==> src/rtl/div_seq8_pkg.sv <==
// Shared definitions for the sequential arithmetic blocks:
// the default operand width and the 2-bit controller state encoding.
package div_seq8_pkg;

  localparam int unsigned DefaultWidth = 8;

  typedef enum logic [1:0] {
    StIdle = 2'b00,
    StRun  = 2'b01,
    StDone = 2'b10
  } state_e;

endpackage

==> src/rtl/div_step.sv <==
// One restoring-division step: shift {rem,q} left, trial-subtract the divisor, keep or restore.
module div_step #(
  parameter int unsigned WIDTH = 8
) (
  input  logic [WIDTH-1:0] rem,
  input  logic [WIDTH-1:0] q,
  input  logic [WIDTH-1:0] divisor,
  output logic [WIDTH-1:0] rem_next,
  output logic [WIDTH-1:0] q_next
);

  logic [WIDTH:0] shifted;
  logic [WIDTH:0] trial;

  // Shifted remainder keeps the carried-out bit so the 9-bit trial sign is exact.
  assign shifted  = {rem, q[WIDTH-1]};
  assign trial    = shifted - {1'b0, divisor};
  assign rem_next = trial[WIDTH] ? shifted[WIDTH-1:0] : trial[WIDTH-1:0];
  assign q_next   = {q[WIDTH-2:0], ~trial[WIDTH]};

endmodule

==> src/rtl/div_seq8.sv <==
// Sequential restoring divider: one quotient bit per cycle, WIDTH cycles per division,
// with an immediate divide-by-zero result and fully registered outputs.
module div_seq8
  import div_seq8_pkg::*;
#(
  parameter int unsigned WIDTH = DefaultWidth
) (
  input  logic             clk,
  input  logic             reset_n,
  input  logic             start,
  input  logic [WIDTH-1:0] dividend,
  input  logic [WIDTH-1:0] divisor,
  output logic [WIDTH-1:0] quotient,
  output logic [WIDTH-1:0] remainder,
  output logic             busy,
  output logic             done,
  output logic             div_by_zero
);

  localparam int unsigned CntW = $clog2(WIDTH);
  localparam logic [CntW-1:0] LastCnt = CntW'(WIDTH - 1);

  state_e          state_q, state_d;
  logic [WIDTH-1:0] rem_q, rem_d;
  logic [WIDTH-1:0] sh_q, sh_d;
  logic [WIDTH-1:0] dvsr_q, dvsr_d;
  logic [CntW-1:0]  cnt_q, cnt_d;
  logic [WIDTH-1:0] quo_q, quo_d;
  logic [WIDTH-1:0] rmd_q, rmd_d;
  logic             dbz_q, dbz_d;
  logic             busy_q, busy_d;
  logic             done_q, done_d;

  logic [WIDTH-1:0] step_rem;
  logic [WIDTH-1:0] step_q;

  div_step #(
    .WIDTH (WIDTH)
  ) u_step (
    .rem      (rem_q),
    .q        (sh_q),
    .divisor  (dvsr_q),
    .rem_next (step_rem),
    .q_next   (step_q)
  );

  always_comb begin
    state_d = state_q;
    rem_d   = rem_q;
    sh_d    = sh_q;
    dvsr_d  = dvsr_q;
    cnt_d   = cnt_q;
    quo_d   = quo_q;
    rmd_d   = rmd_q;
    dbz_d   = dbz_q;

    unique case (state_q)
      StIdle: begin
        if (start) begin
          dvsr_d = divisor;
          rem_d  = '0;
          sh_d   = dividend;
          cnt_d  = '0;
          if (divisor == '0) begin
            state_d = StDone;
            quo_d   = '1;
            rmd_d   = dividend;
            dbz_d   = 1'b1;
          end else begin
            state_d = StRun;
            dbz_d   = 1'b0;
          end
        end
      end
      StRun: begin
        rem_d = step_rem;
        sh_d  = step_q;
        cnt_d = cnt_q + CntW'(1);
        if (cnt_q == LastCnt) begin
          state_d = StDone;
          quo_d   = step_q;
          rmd_d   = step_rem;
        end
      end
      StDone:  state_d = StIdle;
      default: state_d = StIdle;
    endcase

    // Status flags are decoded from the next state so they leave the chip from flops.
    busy_d = (state_d == StRun);
    done_d = (state_d == StDone);
  end

  always_ff @(posedge clk or negedge reset_n) begin
    if (!reset_n) begin
      state_q <= StIdle;
      rem_q   <= '0;
      sh_q    <= '0;
      dvsr_q  <= '0;
      cnt_q   <= '0;
      quo_q   <= '0;
      rmd_q   <= '0;
      dbz_q   <= 1'b0;
      busy_q  <= 1'b0;
      done_q  <= 1'b0;
    end else begin
      state_q <= state_d;
      rem_q   <= rem_d;
      sh_q    <= sh_d;
      dvsr_q  <= dvsr_d;
      cnt_q   <= cnt_d;
      quo_q   <= quo_d;
      rmd_q   <= rmd_d;
      dbz_q   <= dbz_d;
      busy_q  <= busy_d;
      done_q  <= done_d;
    end
  end

  assign quotient    = quo_q;
  assign remainder   = rmd_q;
  assign busy        = busy_q;
  assign done        = done_q;
  assign div_by_zero = dbz_q;

endmodule

==> config.mk <==
export PLATFORM = sky130hd
export DESIGN_NAME = div_seq8
export DESIGN_NICKNAME = d
export VERILOG_FILES = /design/src/rtl/div_seq8_pkg.sv /design/src/rtl/div_step.sv /design/src/rtl/div_seq8.sv
export SDC_FILE = /design/constraint.sdc
export NUM_CORES = 1
export LEC_CHECK = 0
export BUFFER_PORTS_ARGS = -buffer_cell sky130_fd_sc_hd__buf_2
export CAP_MARGIN = 20
export CORE_ASPECT_RATIO = 1.5
export CORE_MARGIN = 8
export CORE_UTILIZATION = 50
export DETAILED_ROUTE_END_ITERATION = 8
export GPL_TIMING_DRIVEN = 0
export PLACE_DENSITY = 0.82
export SYNTH_ARGS = -nofsm -noshare
export SYNTH_HDL_FRONTEND = slang
export SYNTH_SLANG_ARGS = --single-unit
==> constraint.sdc <==
create_clock -name clk -period 5.39 [get_ports clk]
set_clock_uncertainty 0.05 [all_clocks]
set_input_delay 0 -clock clk [delete_from_list [all_inputs] [get_ports clk]]
set_output_delay 0 -clock clk [all_outputs]
set_load 0.02 [all_outputs]
# == Word level (Yosys, flattened, before mapping) ==
# Index checks and enable logic that the tools add are counted.
# totals
regBits,48
out_inout_bits,19
# op_classes
n_addsub,2
n_eq_ne,7
n_mux,20
n_bitwise,1
reduce_logical,6
# ops
operator,n
$mux W8,9
$pmux W8 S2,4
$sub A9 B8 Y9,1
$logic_not A8 Y1,1
$mux W2,3
$ne A2 B2 Y1 const B,3
$pmux W3 S2,1
$eq A2 B1 Y1 const B,2
$pmux W2 S2,1
$reduce_and A2 Y1,2
$reduce_and A4 Y1,1
$add A3 B1 Y3 const B,1
$eq A3 B3 Y1 const B,1
$mux W3,1
$eq A2 B2 Y1 const B,1
$logic_not A2 Y1,1
$reduce_bool A2 Y1,1
$mux W1,1
$not A1 Y1,1

# == Logic depth before layout (Yosys ltp) ==
# depth
ltp_word,5
mapped_depth,11
depth_no_buf,9

# == Cells and area by module ==
# From an unflattened synthesis, not the netlist that was laid out.
# unflattened
hier_cells,257
area_unflattened_um2,2598.7
# by_module_without_submodules
mod,instances,cells_per_inst,area_each_um2
div_seq8,1,192,2060.7
div_step,1,65,538.0

# == Worst setup path after synthesis ==
# No wires, ideal clock.
# synth_timing
path_kind,reg-to-reg
from,register sh_q[7]
to,register rmd_q[5] (netlist: remainder[5])
arrival_ns,2.271
slack_ns,2.988
path_stages_with_launch,12
synth_period_minus_slack_ns,2.402
path_cell_list,dfrtp_1 inv_1 ha_1 inv_1 fa_1 a21oi_1 o211a_1 or3_1 buf_2 clkbuf_1 nand3_1 a31oi_2
# synth_via
elab_chain_cells,4
# synth_rtl
element,line,text
from (decl),div_seq8.sv:25,"logic [WIDTH-1:0] sh_q, sh_d;"
from (signal assigned),div_seq8.sv:98,sh_q <= '0;
from (signal assigned),div_seq8.sv:109,sh_q <= sh_d;
$sub A9 B8 Y9,div_step.sv:17,"assign trial = shifted - {1'b0, divisor};"
$mux W8,div_step.sv:18,assign rem_next = trial[WIDTH] ? shifted[WIDTH-1:0] : trial[WIDTH-1:0];
$mux W8,div_seq8.sv:79,if (cnt_q == LastCnt) begin
$pmux W8 S2,div_seq8.sv:57,unique case (state_q)
to (signal assigned),div_seq8.sv:113,rmd_q <= rmd_d;
to (decl),div_seq8.sv:29,"logic [WIDTH-1:0] rmd_q, rmd_d;"
# No other way between the ends. The select of a mux whose other input is x is not followed.
# A chain may end at the register's enable or synchronous reset.

# == Worst setup path in the final report ==
# Same ends and word-level chain as after synthesis.

==> reports/qor.txt <==
clock latency on the worst-skew pair: 310 ps
clk root buf: clkbuf_8
Initial Util: 51.7%
minimum clock period: 2790 ps
pin count of the biggest net entering global routing: 49
status: finished with violations
VDD IR max: 0.301 mV
CP most frequent cell: inv_1
share of cells above drive strength 1: 17.7%
antenna cells: 0
flop and latch count out of synthesis: 48
final-layout fill cell count: 451
register area share after synthesis: 45.4%
CORE AREA: 5120 um^2
CP required: 5580 ps
PwrDens: 697 nW/um^2
Iter 0 DRT Violations: 168
Mapped Area: 2650 um^2
DP Wirelength: 5170 um
RSZ-0062 raised after global routing: false
Crit. End Element: register
CTS buffer count: 5
Max-Cap Viols: 0
placed cells: 398
Syn Nets: 323
die width: 75.4 um
Area Growth Syn to Fin: 22.0%
dpl ws: 2680 ps
Yosys warning count: 0
Worst Hold Class: input port to asynchronous set/reset pin
DR WL/cell: 17.0 um
routed length on met2: 3710 um
# IOs: 38
met3 WL: 498 um
DR pass1 iterations: 4
commonest non-fill, non-tap cell in the layout: dfrtp_1
initial antenna violation count: 0
H-tree depth: 2
GRT Util Overall: 19.5%
most frequent cells in the layout: 48 x dfrtp_1, 41 x nand2_1, 40 x buf_2
Tightest Pin Transition: 1160 ps
Max clock buf depth: 2
final instance area: 3230 um^2
Mean Syn Cell Area: 9.04 um^2
Final Cycle Share: 51.8%
Max Clk Rate: 358 MHz
die area: 7930 um^2
WHS: -0.652 ps
first-pass GRT wire length: 11900 um
fin. max-slew vios: 0
Worst Path Max Fanout: 10
CTS Sinks: 48
Slew HR: 22.4%
Hold Buf Count CTS: 17
synthesized instance count: 293
IO Port Bufs: 37
Worst Path Arrival: 2980 ps
# DRC: 0
ys async rst share: 100%
post-CTS resize count: 0
top_reg_cell synth: dfrtp_1
DR vias: 2495
Non-Filler Instances: 424
Cell Chain, Critical Path: inv_1 > ha_1 > inv_1 > fa_1 > a21oi_1 > o211a_1 > or3_1 > buf_2 > clkbuf_1 > nand3_1 > a31oi_2
layout net count: 385
Fin Setup TNS: 0 ps
CP Class: register to register
die height: 105 um
EDFF count, synth: 0
failing checks: hold timing
final setup margin: 2600 ps
row cnt: 32
post-CTS setup buffers: 0
FF/Latch Area: 1200 um^2
met1 WL: 2630 um
unique cell type count in the Yosys netlist: 51
drt via density: 5.88
Critical Path Max Stage Delay: 430 ps
Post-DP Area: 2920 um^2
clk slew on worst S/H paths: 90 ps
critical path's top delay family: compound AO/OA/AOI/OAI gates
WP buf/inv: 4
global placement routability congestion: 0.916
vias in the first global route: 2519
Leakage: 0.00143 uW
GRT overflow: 0
WL final: 7220 um
Fin. Hold Viols: 2
CP startpoint kind: register
area occupied by multi-input gates: 1310 um^2
TritonCTS clock tree: done
Max Used Layer: met4
final setup vio count: 0
post-route ant nets: 0
Critical Path Slowest Stage Cell: dfrtp_1
[final cells by class]
type	instances	share of cell area (%)
Buffer	18	2.91
Clock buffer	6	2.56
Clock inverter	2	1.20
Inverter	12	1.39
Multi-Input combinational cell	215	40.5
Sequential cell	48	37.2
Tap cell	68	2.63
Timing Repair Buffer	55	11.6
[where the power goes]
group	leakage [uW]	switching, uW	internal, uW
Clock	0.0000614	126	152
Sequential	0.000554	106	528
Combinational	0.000816	859	482
[flip-flops by register name, indices dropped and copies added, names as in the netlist]
signal and flops:
busy 1, remainder 8, sh_q 8, cnt_q 3, state_q 2, quotient 8, dvsr_q 8, div_by_zero 1
done 1, rem_q 8
[cells in the mapped netlist (6+ instances only)]
library cell,n,area (um^2)
nor2_1,21,78.8
ha_1,10,125
o21ai_0,24,120
inv_1,12,45.0
nand2_1,41,154
clkbuf_1,10,37.5
o211ai_1,6,45.0
a21oi_1,16,80.1
nand3_1,17,85.1
a31oi_1,14,87.6
dfrtp_1,48,1200
nand4_1,6,37.5
nand3b_1,6,45.0
[worst reg2reg max path: cells and delay by family (launching register included)]
kind                     cells  cell delay (ps)
AO/OA/AOI/OAI                3              700
buffers and inverters        4              670
adder cells (fa/ha/maj)      2              580
flip-flops                   1              430
AND/OR/NAND/NOR              2              280
[metal layers]
metal	vias up	GRT usage, %
li1	1180	-
met1	1184	20.5
met2	105	33.7
met3	26	3.44
met4	0	12.6
met5	-	0
[kinds of logic (layout without fill, tap and decap cells)]
family                     count (synthesis)  in the layout  synth area share (%)
DFF                                       48             48                  45.4
buffers and inverters                     30             93                  5.25
AOI/OAI and AO/OA                         86             86                  21.0
and+or+nand+nor                          115            115                  21.9
xor gates and xnor gates                   3              3                 0.993
adders and majority gates                 11             11                  5.48
[final timing paths]
kind	startpoint	endpoint	slack [ps]	cells after the start
setup / recovery	sh_q[7]	remainder[5]	2600	11
hold / removal	reset_n	done	-0.7	2
setup reg to reg	sh_q[7]	remainder[5]	2600	11
hold reg to reg	div_by_zero	div_by_zero	440	2
max in group asynchronous	reset_n	dvsr_q[0]	4830	3
min in group clk	start	sh_q[1]	230	4
[stage by stage]
step,total power (uW),util (%)
after floorplan,1600,-
after global placement,1900,56.9
after detailed placement,1940,56.9
after CTS,2240,62.6
after global routing,2440,63.0
final,2250,63.0
(Power assumes the default switching activity.)
